[src/rtl/button_debounce_if.sv]
// ---------------------------------------------------------------------------
// button_debounce_if
//   Groups the push-button pin and the conditioned outputs of button_debounce.
//   The slave modport belongs to the debouncer; the master modport belongs to
//   whatever owns the pin and consumes the pulses.
//
//   btn_raw      asynchronous, bouncing button pin (into the debouncer)
//   btn_level    debounced level, 1 = pressed
//   btn_press    one-cycle pulse on an accepted press
//   btn_release  one-cycle pulse on an accepted release
//   btn_long     one-cycle pulse after a long hold (0 when the feature is off)
// ---------------------------------------------------------------------------
interface button_debounce_if;
  logic btn_raw;
  logic btn_level;
  logic btn_press;
  logic btn_release;
  logic btn_long;

  modport master (
    output btn_raw,
    input  btn_level,
    input  btn_press,
    input  btn_release,
    input  btn_long
  );

  modport slave (
    input  btn_raw,
    output btn_level,
    output btn_press,
    output btn_release,
    output btn_long
  );
endinterface

[src/rtl/button_debounce.sv]
// ---------------------------------------------------------------------------
// button_debounce
//   Conditions a raw mechanical push-button before it reaches the LED
//   sequencer. The pin is polarity-corrected, passed through a two-flop
//   synchroniser and then debounced by a four-state FSM. Produces a clean
//   level plus single-cycle press/release pulses; btn_press feeds the
//   sequencer's start input, btn_level is for status use.
//
//   Optional feature macro: LONG_PRESS_EN
//     defined   -> a hold counter runs while the button is accepted as
//                  pressed and btn_long pulses once after LONG_CYCLES.
//     undefined -> no hold counter, btn_long is tied to 0.
//
//   Parameters
//     DEBOUNCE_CYCLES  cycles the input must be stable to accept a change (>=1)
//     LONG_CYCLES      hold cycles before btn_long fires (>=1)
//     BTN_ACTIVE_HIGH  1: pin high = pressed, 0: pin low = pressed
//
//   Ports
//     clk     system clock, all logic on posedge
//     rst     synchronous active-high reset
//     btn_if  button_debounce_if.slave (btn_raw in; level/press/release/long out)
// ---------------------------------------------------------------------------
module button_debounce #(
  parameter int unsigned DEBOUNCE_CYCLES = 2_000_000,
  parameter int unsigned LONG_CYCLES     = 100_000_000,
  parameter bit          BTN_ACTIVE_HIGH = 1'b1
) (
  input  logic              clk,
  input  logic              rst,
  button_debounce_if.slave  btn_if
);

  localparam int unsigned CW = $clog2(DEBOUNCE_CYCLES + 1);
  localparam logic [CW-1:0] DEB_LAST = CW'(DEBOUNCE_CYCLES - 1);
  localparam logic [CW-1:0] CNT_MAX  = {CW{1'b1}};

  // Reject parameter values for which the counters make no sense.
  if (DEBOUNCE_CYCLES == 0) begin : g_bad_debounce
    $error("button_debounce: DEBOUNCE_CYCLES must be at least 1");
  end
  if (LONG_CYCLES == 0) begin : g_bad_long
    $error("button_debounce: LONG_CYCLES must be at least 1");
  end

  typedef enum logic [1:0] {
    IDLE         = 2'd0,
    PRESS_WAIT   = 2'd1,
    PRESSED      = 2'd2,
    RELEASE_WAIT = 2'd3
  } state_e;

  logic          pressed_raw;
  logic          s1_q, s2_q;
  state_e        state_q, state_d;
  logic [CW-1:0] cnt_q, cnt_d;
  logic          level_q, level_d;
  logic          press_q, press_d;
  logic          release_q, release_d;

  // Normalise polarity before the synchroniser so everything downstream
  // treats 1 as pressed.
  assign pressed_raw = BTN_ACTIVE_HIGH ? btn_if.btn_raw : ~btn_if.btn_raw;

  always_ff @(posedge clk) begin
    if (rst) begin
      s1_q <= 1'b0;
      s2_q <= 1'b0;
    end else begin
      s1_q <= pressed_raw;
      s2_q <= s1_q;
    end
  end

  // FSM and debounce counter state register.
  always_ff @(posedge clk) begin
    if (rst) begin
      state_q   <= IDLE;
      cnt_q     <= '0;
      level_q   <= 1'b0;
      press_q   <= 1'b0;
      release_q <= 1'b0;
    end else begin
      state_q   <= state_d;
      cnt_q     <= cnt_d;
      level_q   <= level_d;
      press_q   <= press_d;
      release_q <= release_d;
    end
  end

  // Next state. Both wait states count DEBOUNCE_CYCLES further stable
  // samples after the one that left the stable state; any opposite sample
  // falls straight back without a pulse. Pulses are decided here from the
  // transition so that the registered outputs line up with the new state.
  always_comb begin
    state_d   = state_q;
    cnt_d     = cnt_q;
    press_d   = 1'b0;
    release_d = 1'b0;
    case (state_q)
      IDLE: begin
        if (s2_q) begin
          state_d = PRESS_WAIT;
          cnt_d   = '0;
        end
      end
      PRESS_WAIT: begin
        if (!s2_q) begin
          state_d = IDLE;
        end else if (cnt_q == DEB_LAST) begin
          state_d = PRESSED;
          press_d = 1'b1;
        end else if (cnt_q != CNT_MAX) begin
          cnt_d = cnt_q + 1'b1;
        end
      end
      PRESSED: begin
        if (!s2_q) begin
          state_d = RELEASE_WAIT;
          cnt_d   = '0;
        end
      end
      RELEASE_WAIT: begin
        if (s2_q) begin
          state_d = PRESSED;
        end else if (cnt_q == DEB_LAST) begin
          state_d   = IDLE;
          release_d = 1'b1;
        end else if (cnt_q != CNT_MAX) begin
          cnt_d = cnt_q + 1'b1;
        end
      end
      default: begin
        state_d = IDLE;
        cnt_d   = '0;
      end
    endcase
    level_d = (state_d == PRESSED) || (state_d == RELEASE_WAIT);
  end

  assign btn_if.btn_level   = level_q;
  assign btn_if.btn_press   = press_q;
  assign btn_if.btn_release = release_q;

`ifdef LONG_PRESS_EN
  localparam int unsigned HW = $clog2(LONG_CYCLES + 1);
  localparam logic [HW-1:0] HOLD_TARGET = HW'(LONG_CYCLES);
  localparam logic [HW-1:0] HOLD_LAST   = HW'(LONG_CYCLES - 1);

  logic [HW-1:0] hold_q, hold_d;
  logic          long_q, long_d;

  always_ff @(posedge clk) begin
    if (rst) begin
      hold_q <= '0;
      long_q <= 1'b0;
    end else begin
      hold_q <= hold_d;
      long_q <= long_d;
    end
  end

  // The hold count restarts only on a fresh accepted press, so a release
  // bounce keeps accumulating. Saturating at the target makes the pulse
  // fire at most once per press.
  always_comb begin
    hold_d = hold_q;
    long_d = 1'b0;
    if ((state_q == PRESS_WAIT) && (state_d == PRESSED)) begin
      hold_d = '0;
    end else if ((state_q == PRESSED) || (state_q == RELEASE_WAIT)) begin
      if (hold_q != HOLD_TARGET) begin
        hold_d = hold_q + 1'b1;
        long_d = (hold_q == HOLD_LAST);
      end
    end
  end

  assign btn_if.btn_long = long_q;
`else
  assign btn_if.btn_long = 1'b0;
`endif

endmodule

[src/flat_wrapper.sv]
// flat-port wrapper written by rule: the top's interface ports become plain ports
module button_debounce_flat 
#(
  parameter int unsigned DEBOUNCE_CYCLES = 2_000_000,
  parameter int unsigned LONG_CYCLES     = 100_000_000,
  parameter bit          BTN_ACTIVE_HIGH = 1'b1
)
  (clk, rst, btn_if_btn_raw, btn_if_btn_level, btn_if_btn_press, btn_if_btn_release, btn_if_btn_long);
  button_debounce_if btn_if_i ();
  input  logic clk;
  input  logic rst;
  input wire logic [$bits(btn_if_i.btn_raw)-1:0] btn_if_btn_raw;
  output wire logic [$bits(btn_if_i.btn_level)-1:0] btn_if_btn_level;
  output wire logic [$bits(btn_if_i.btn_press)-1:0] btn_if_btn_press;
  output wire logic [$bits(btn_if_i.btn_release)-1:0] btn_if_btn_release;
  output wire logic [$bits(btn_if_i.btn_long)-1:0] btn_if_btn_long;
  assign btn_if_i.btn_raw = btn_if_btn_raw;
  assign btn_if_btn_level = btn_if_i.btn_level;
  assign btn_if_btn_press = btn_if_i.btn_press;
  assign btn_if_btn_release = btn_if_i.btn_release;
  assign btn_if_btn_long = btn_if_i.btn_long;
  button_debounce #(.DEBOUNCE_CYCLES(DEBOUNCE_CYCLES), .LONG_CYCLES(LONG_CYCLES), .BTN_ACTIVE_HIGH(BTN_ACTIVE_HIGH)) u_core (.clk(clk), .rst(rst), .btn_if(btn_if_i));
endmodule
[config.mk]
export PLATFORM = sky130hd
export DESIGN_NAME = button_debounce_flat
export DESIGN_NICKNAME = d
export VERILOG_FILES = /design/src/rtl/button_debounce_if.sv /design/src/rtl/button_debounce.sv /design/src/flat_wrapper.sv
export SDC_FILE = /design/constraint.sdc
export NUM_CORES = 1
export LEC_CHECK = 0
export CORE_UTILIZATION = 52
export DETAILED_ROUTE_END_ITERATION = 6
export HOLD_SLACK_MARGIN = 0.03
export MAX_ROUTING_LAYER = met4
export PLACE_DENSITY = 0.76
export SKIP_LAST_GASP = 1
export SYNTH_ARGS = -nofsm -noshare
export SYNTH_HDL_FRONTEND = slang
export SYNTH_SLANG_ARGS = --single-unit
[constraint.sdc]
create_clock -name clk -period 1.83 [get_ports clk]
set_input_delay 0.183 -clock clk [delete_from_list [all_inputs] [get_ports clk]]
set_output_delay 0.183 -clock clk [all_outputs]
set_load 0.05 [all_outputs]
=== Word-level counts from Yosys, hierarchy flattened ===
Index checks and enable logic that the tools add are counted.

* Register bits: 28

* Equal/unequal tests: 11
* Multiplexer cells: 15
* Reductions and logical operators: 5
* Add/subtract/negate cells: 1
* Bitwise logic cells: 3

{| class="wikitable"
|+ Operators with widths
! operator !! number
|-
| $mux W21 || 6
|-
| $pmux W21 S4 || 1
|-
| $add A21 B1 Y21 const B || 1
|-
| $eq A21 B21 Y1 const B || 1
|-
| $ne A21 B21 Y1 const B || 1
|-
| $mux W2 || 6
|-
| $eq A2 B2 Y1 const B || 4
|-
| $pmux W2 S4 || 1
|-
| $reduce_or A3 Y1 || 2
|-
| $ne A2 B1 Y1 const B || 2
|-
| $ne A2 B2 Y1 const B || 2
|-
| $reduce_and A4 Y1 || 1
|-
| $not A1 Y1 || 3
|-
| $eq A2 B1 Y1 const B || 1
|-
| $logic_not A2 Y1 || 1
|-
| $logic_or A1 B1 Y1 || 1
|-
| $mux W1 || 1
|}

=== Logic depth before layout (Yosys ltp) ===
Gate-level depths: netlist of the first run.

* Depth after elaboration: 6
* Mapped depth: 8
* Depth with buffers taken out: 6

=== Least setup slack after synthesis of the first run ===
No wires, ideal clock.

* Path kind: reg2reg
* From: register u_core.cnt_q[0]
* To: register u_core.cnt_q[13]
* Required time: 1760 ps
* Path slack: -62 ps
* Buffers on the path: 1
* Stages on the path, launching flop included: 8
* Arrival time: 1821 ps
* Period minus slack after synthesis: 1892 ps
* Path through: dfxtp_1 -> ha_1 -> and2_1 -> and3_1 -> a21o_1 -> clkbuf_1 -> or4_1 -> a21oi_1

* Longest elaborated chain between the ends: 5
* Elaborated cells between the ends (all ways): 8

{| class="wikitable"
|+ Ends and longest elaborated chain
! item !! line !! text
|-
| from (decl) || button_debounce.sv:56 || <nowiki>logic [CW-1:0] cnt_q, cnt_d;</nowiki>
|-
| from (signal assigned) || button_debounce.sv:85 || <nowiki>cnt_q <= cnt_d;</nowiki>
|-
| $add A21 B1 Y21 or $ne A21 B21 Y1 (tied branches) || -- ||
|-
| $mux W21 || button_debounce.sv:114, button_debounce.sv:130 ||
|-
| $mux W21 (*) || button_debounce.sv:111 || <nowiki>end else if (cnt_q == DEB_LAST) begin</nowiki>
|-
| $mux W21 (on tied branches) || button_debounce.sv:125, button_debounce.sv:109 ||
|-
| $pmux W21 S4 (*) || button_debounce.sv:101 || <nowiki>case (state_q)</nowiki>
|}

Every way passes the cells marked *; elsewhere a longest branch is shown, timed or not. The select of a mux whose other input is x is not followed.
A chain may end at the register's enable or synchronous reset.

=== Final worst setup path of the first run ===
* From: register u_core.cnt_q[11]
* To: register u_core.release_q, in the netlist u_core.btn_if.btn_release

* Longest elaborated chain between the ends: 2

{| class="wikitable"
|+ Ends and longest elaborated chain
! item !! line !! text
|-
| $eq A21 B21 Y1 || button_debounce.sv:127 || <nowiki>end else if (cnt_q == DEB_LAST) begin</nowiki>
|-
| $mux W1 || button_debounce.sv:127 ||
|-
| to (signal assigned) || button_debounce.sv:88 || <nowiki>release_q <= release_d;</nowiki>
|-
| to (decl) || button_debounce.sv:59 || <nowiki>logic release_q, release_d;</nowiki>
|}

No other way between the ends.

==> results of run 1 <==
[final cells by class]
| cell class | instances | area, µm² |
|---|---|---|
| multi-input cells | 117 | 907 |
| fillers | 185 | 617 |
| flip-flops and latches | 28 | 569 |
| repair buffers | 35 | 335 |
| well taps | 30 | 37.5 |
| clock inverters | 1 | 30.0 |
| clock buffers | 3 | 22.5 |
| inverters | 1 | 3.75 |
[through the flow]
stage	TNS (ns)	power (W)	hold WS, ns	area [µm²]
floorplan	-0.0235	0.000661	0.311	1420
detailed placement	-1.79	0.000678	0.427	1610
global placement	-0.924	0.000676	0.416	1610
finish	-1.84	0.00110	0.391	1910
CTS	-0.997	0.00110	0.378	1840
global route	-3.09	0.00114	0.404	1910
[synthesized netlist by cell type, types with 2 or more instances]
master    number  area share
a21oi_1       17       0.060
buf_4          3       0.016
or4_1         16       0.085
buf_2          3       0.011
nor2_1         5       0.013
dfxtp_1       28        0.40
and2_1         2      0.0089
o211ai_1       2       0.011
nand3_1        6       0.021
nor4b_2        2       0.021
nor2b_1        2      0.0089
and4_1         3       0.019
nand2_1        7       0.019
o21ai_0        2      0.0071
clkbuf_1       5       0.013
o21a_1         2       0.011
or3_1          2      0.0089
nand4_1        7       0.031
and4_2         2       0.014
o21ai_1        2      0.0071
and3_1         5       0.022
o31ai_1       13       0.069
xnor2_1        2       0.012
[kinds of logic after synthesis]
group,Yosys count
AOI/OAI and AO/OA,42
xor gates and xnor gates,2
adders and majority gates,1
buffers and inverters,13
DFF,28
other,1
and+or+nand+nor,71
[layout by cell type, fill, tap and decap left out, types with 2 or more instances in the layout]
cell type,Yosys,routed
a21oi_1,17,9
a21oi_2,0,8
and3_1,5,4
and4_1,3,2
and4_2,2,3
buf_16,0,2
buf_4,3,25
buf_6,1,2
clkbuf_4,0,3
clkdlybuf4s50_1,0,5
dfxtp_1,28,21
dfxtp_2,0,7
nand2_1,7,7
nand3_1,6,6
nand4_1,7,7
nor2_1,5,4
nor2b_1,2,2
o211ai_1,2,2
o21a_1,2,2
o21ai_1,2,3
o31ai_1,13,12
or3_1,2,2
or4_1,16,7
or4_4,1,10
[power breakdown]
| group | internal [W] | switching [W] | leakage [nW] |
|---|---|---|---|
| logic | 0.0000338 | 0.0000414 | 0.388 |
| registers | 0.000613 | 0.00000293 | 0.230 |
| clock network | 0.000222 | 0.000191 | 0.0279 |
[layer usage]
layer / wire (µm) / GRT usage / vias up
met1: 1680 / 0.350 / 714
li1: - / - / 676
met3: 153 / 0.0452 / 12
met4: 68 / 0.124 / 0
met2: 2070 / 0.508 / 43
met5: 0 / - / -
[registers in the layout (all words and copies together) (netlist names)]
register,cells
u_core.btn_if.btn_level,1
u_core.btn_if.btn_release,1
u_core.btn_if.btn_press,1
u_core.cnt_q,21
u_core.state_q,2
u_core.s2_q,1
u_core.s1_q,1
[timing repair]
action / CTS / global route
setup endpoints to repair: 23 / 25
buffers inserted: 5 / 1
gates resized for setup: 22 / 19
pin swaps: 22 / 2
hold buffers: 0 / 0
gates cloned: 2 / 0
[path summary, 6_finish.rpt]
| kind | from | cells past startpoint | endpoint | slack (ns) |
|---|---|---|---|---|
| min | btn_if_btn_raw | 2 | u_core.s1_q | 0.39 |
| max reg2reg | u_core.cnt_q[11] | 4 | u_core.btn_if.btn_release | -0.16 |
| max | u_core.cnt_q[11] | 4 | u_core.btn_if.btn_release | -0.16 |
| min reg2reg | u_core.s1_q | 1 | u_core.s2_q | 0.47 |
==> results by group, run 1 <==
CTS
  • Skew-Pair Late Insertion Delay: 0.34 ns
  • Max Root-Sink Buffers: 2
  • CTS tree: done
  • Root buffer cell: clkbuf_4
  • Clock transition at path regs: 0.16 ns
  • TritonCTS Sinks: 28
  • H-tree Lvls: 1
  • Total CTS buffers: 3

Run status
  • Violated checks: setup timing
  • Status: finished with violations

Die
  • DIE HEIGHT: 54.1 µm
  • Number of I/O pins: 7
  • Core Footprint: 2520 µm²
  • Starting density of the core: 0.560
  • Chip Width: 54.1 µm
  • Cell Rows: 18
  • Die area: 2930 µm²

Logic synthesis
  • Post-synthesis mux area share: 0
  • Post-synthesis compound-gate area fraction: 0.189
  • Ys async rst share: 0
  • EDFF count, synth: 0
  • Post-synth top flop: dfxtp_1
  • Largest family of logic cells by synthesized area: simple AND/OR/NAND/NOR gates
  • Gate Count Post-Synth: 158
  • Warnings, synthesis: 0
  • Synth cell types: 43
  • #FFs+latches synth: 28
  • Synth Net Count: 162
  • Synth Cell Area: 1410 µm²
  • Xor/xnor cell area share of the yosys netlist: 0.0124
  • Sequential fraction of the synthesis area: 0.397
  • Post-Syn Area per Cell: 8.93 µm²
  • Post-synthesis simple-gate area fraction: 0.340
  • Post-synthesis adder-cell area fraction: 0.00887

Global routing
  • Via count of the first global-routing pass: 1357
  • Grt total ovfl: 0
  • Antenna violations before repair: 0
  • First-pass GRT wire length: 6130 µm
  • GR Util All Layers: 0.300
  • Largest net degree at the start of global routing: 17

Critical path
  • Slowest cell delay on critical path: 0.55 ns
  • CP dominant cell by count: or4_4
  • Worst Path Buf+Inv: 0
  • Crit end category: flop
  • Crit path max fanout: 3
  • Slowest CP cell: or4_4
  • Worst Setup Start Kind: flop
  • Worst-path cell chain: or4_4 > or3_1 > or4_4 > nor4b_2
  • Top delay family on crit path: simple AND/OR/NAND/NOR gates
  • Data required time of the worst path: 2.09 ns
  • Critical Setup Path Class: reg -> reg
  • Worst path arrival time: 2.24 ns

Route
  • 1st-iter DRT viols: 54
  • Total Wirelength: 3970 µm
  • Via density: 6.72
  • Routed len/inst: 18.4 µm
  • Via count: 1445
  • Remaining DRCs: 0
  • DRT Pass-1 Iters: 4
  • Antenna viol nets, final: 0

Cells and area
  • Layout Utilization: 0.755
  • Fin cells: 215
  • Layout area overhead: 35.0%
  • Share of post-route cells with drive strength above 1: 0.405
  • Nets: 190
  • Antenna cells: 0

STA
  • Slew margin rel.: 0.662
  • Fin. max-slew vios: 0
  • Worst setup margin: -0.158 ns
  • Final setup viols: 21
  • Final min period: 1.99 ns
  • Number of hold violations in the final report: 0
  • Post-route clock period utilization: 1.09
  • Clock Skews: 0.00952 ns
  • RSZ-0062 raised after global routing: true
  • Slew of the pin with the lowest slew margin: 0.506 ns
  • Max Freq: 503 MHz

Placed design
  • Post-placement cell count: 203
  • Gpl congestion: 0.890
  • Worst slack at placement: -0.156 ns
  • DP Wirelength: 2380 µm
  • Port Buffers: 5

Power and ir drop
  • Lkg Pwr: 0.646 nW
  • PD cells: 579 nW/µm²
  • Worst vdd ir: 0.467 mV

Run
  • Max_cap viols: 0

Min path
  • Hold crit path type: in -> reg
Power figures use the tool's default switching activity.
==> run 2, diff against run 1 <==
Settings changed: ABC_CLOCK_PERIOD_IN_PS from default to 1830.
==> results of run 2 <==
No change in the layout: final DEF, timing and power equal those of run 1.
==> run 3, diff against run 2 <==
Settings changed: RECOVER_POWER from default to 50.
==> results by group, run 3 (synthesized netlist as in run 1, its figures left out) <==
STA
  • Max Freq: 503 MHz
  • Final min period: 1.99 ns
  • RSZ-0062 raised after global routing: true
  • Post-route clock period utilization: 1.09
  • Fin. max-slew vios: 0
  • Final setup viols: 21
  • Fin Setup TNS: -1.84 ns
  • Number of hold violations in the final report: 0
  • Clock Skews: 0.00952 ns
  • Final hold slack: 0.391 ns
  • Worst setup margin: -0.158 ns
  • Slew of the pin with the lowest slew margin: 0.506 ns
  • Slew margin rel.: 0.662

Placed design
  • DP Wirelength: 2380 µm
  • Placed cell areas: 1610 µm²
  • Gpl congestion: 0.890
  • Port Buffers: 5
  • Post-placement cell count: 203
  • Worst slack at placement: -0.156 ns

Cells and area
  • Commonest cells after routing, fill and taps aside: 25 x buf_4, 21 x dfxtp_1, 12 x o31ai_1
  • Max reg flops: 21
  • Biggest regs: u_core.cnt_q (21), u_core.state_q (2)
  • Fin cells: 215
  • Nets: 190
  • Layout area overhead: 35.0%
  • Leading cell type in the layout, fill and taps excluded: buf_4
  • Post-route design area: 1910 µm²
  • Antenna cells: 0
  • Share of post-route cells with drive strength above 1: 0.405
  • Top reg by flops: u_core.cnt_q
  • Layout fillers: 185

Run
  • Max_cap viols: 0

Global routing
  • Grt total ovfl: 0
  • Via count of the first global-routing pass: 1357
  • Antenna violations before repair: 0
  • First-pass GRT wire length: 6130 µm
  • GR Util All Layers: 0.300
  • Largest net degree at the start of global routing: 17

Route
  • Total Wirelength: 3960 µm
  • 1st-iter DRT viols: 54
  • DRT Pass-1 Iters: 4
  • Via count: 1445
  • Via density: 6.72
  • Routed len/inst: 18.4 µm
  • Remaining DRCs: 0
  • Antenna viol nets, final: 0

Power and ir drop
  • Worst vdd ir: 0.466 mV
  • PD cells: 579 nW/µm²
  • Lkg Pwr: 0.653 nW

Critical path
  • Worst Path Buf+Inv: 0
  • Top delay family on crit path: simple AND/OR/NAND/NOR gates
  • CP dominant cell by count: or4_4
  • Slowest cell delay on critical path: 0.55 ns
  • Worst Setup Start Kind: flop
  • Crit end category: flop
  • Worst path arrival time: 2.24 ns
  • Worst-path cell chain: or4_4 > or3_1 > or4_4 > nor4b_2
  • Data required time of the worst path: 2.09 ns
  • Critical Setup Path Class: reg -> reg
  • Crit path max fanout: 3
  • Slowest CP cell: or4_4

CTS
  • TritonCTS Sinks: 28
  • Root buffer cell: clkbuf_4
  • CTS tree: done
  • Skew-Pair Late Insertion Delay: 0.34 ns
  • H-tree Lvls: 1
  • Total CTS buffers: 3
  • Clock transition at path regs: 0.16 ns
  • Max Root-Sink Buffers: 2

Die
  • Die area: 2930 µm²
  • Core Footprint: 2520 µm²
  • Number of I/O pins: 7
  • DIE HEIGHT: 54.1 µm
  • Starting density of the core: 0.560
  • Chip Width: 54.1 µm
  • Cell Rows: 18

Min path
  • Hold crit path type: in -> reg

Run status
  • Violated checks: setup timing
  • Status: finished with violations
-- run 3: cell types whose count changed in the layout (fill, tap and decap cells not counted), sizes merged --
cell | previous run | this run
clkdlybuf4s50 | 5 | 2
dlygate4sd3 | 0 | 3
-- run 3: path summary, 6_finish.rpt --
check                         from                         to  slack, ns  cells past startpoint
setup reg to reg  u_core.cnt_q[11]  u_core.btn_if.btn_release      -0.16                      4
hold reg to reg        u_core.s1_q                u_core.s2_q       0.47                      1
setup / recovery  u_core.cnt_q[11]  u_core.btn_if.btn_release      -0.16                      4
hold / removal      btn_if_btn_raw                u_core.s1_q       0.39                      2
-- run 3: metrics by stage --
stage / power, W / utilization
6_report: 0.00110 / 0.755
5_1_grt: 0.00114 / 0.755
4_1_cts: 0.00110 / 0.728
3_5_place_dp: 0.000678 / 0.640
3_3_place_gp: 0.000676 / 0.640
2_1_floorplan: 0.000661 / -
-- run 3: timing repair --
item                       in CTS  in global routing
setup endpoints to repair      23                 25
gates cloned                    2                  0
pin swaps                      22                  2
setup buffers                   5                  1
hold buffers                    0                  0
gates resized for setup        22                 19
-- run 3: layer usage --
metal,GRT usage,wire (µm),up-vias
met2,0.508,2070,43
met4,0.124,68,0
li1,-,-,676
met1,0.350,1680,714
met5,-,0,-
met3,0.0452,153,12
-- run 3: power breakdown --
group / internal (W) / switching [W] / total [W] / leakage (nW)
sequential: 0.000613 / 0.00000293 / 0.000615 / 0.230
combinational: 0.0000334 / 0.0000414 / 0.0000749 / 0.396
clock: 0.000222 / 0.000191 / 0.000412 / 0.0279
-- run 3: final cells by class --
type / count / area [µm²] / area share
Multi-Input combinational cell: 117 / 907 / 0.476
Sequential cell: 28 / 569 / 0.299
Clock buffer: 3 / 22.5 / 0.0118
Timing Repair Buffer: 35 / 335 / 0.176
Tap cell: 30 / 37.5 / 0.0197
Clock inverter: 1 / 30.0 / 0.0158
Inverter: 1 / 3.75 / 0.00197
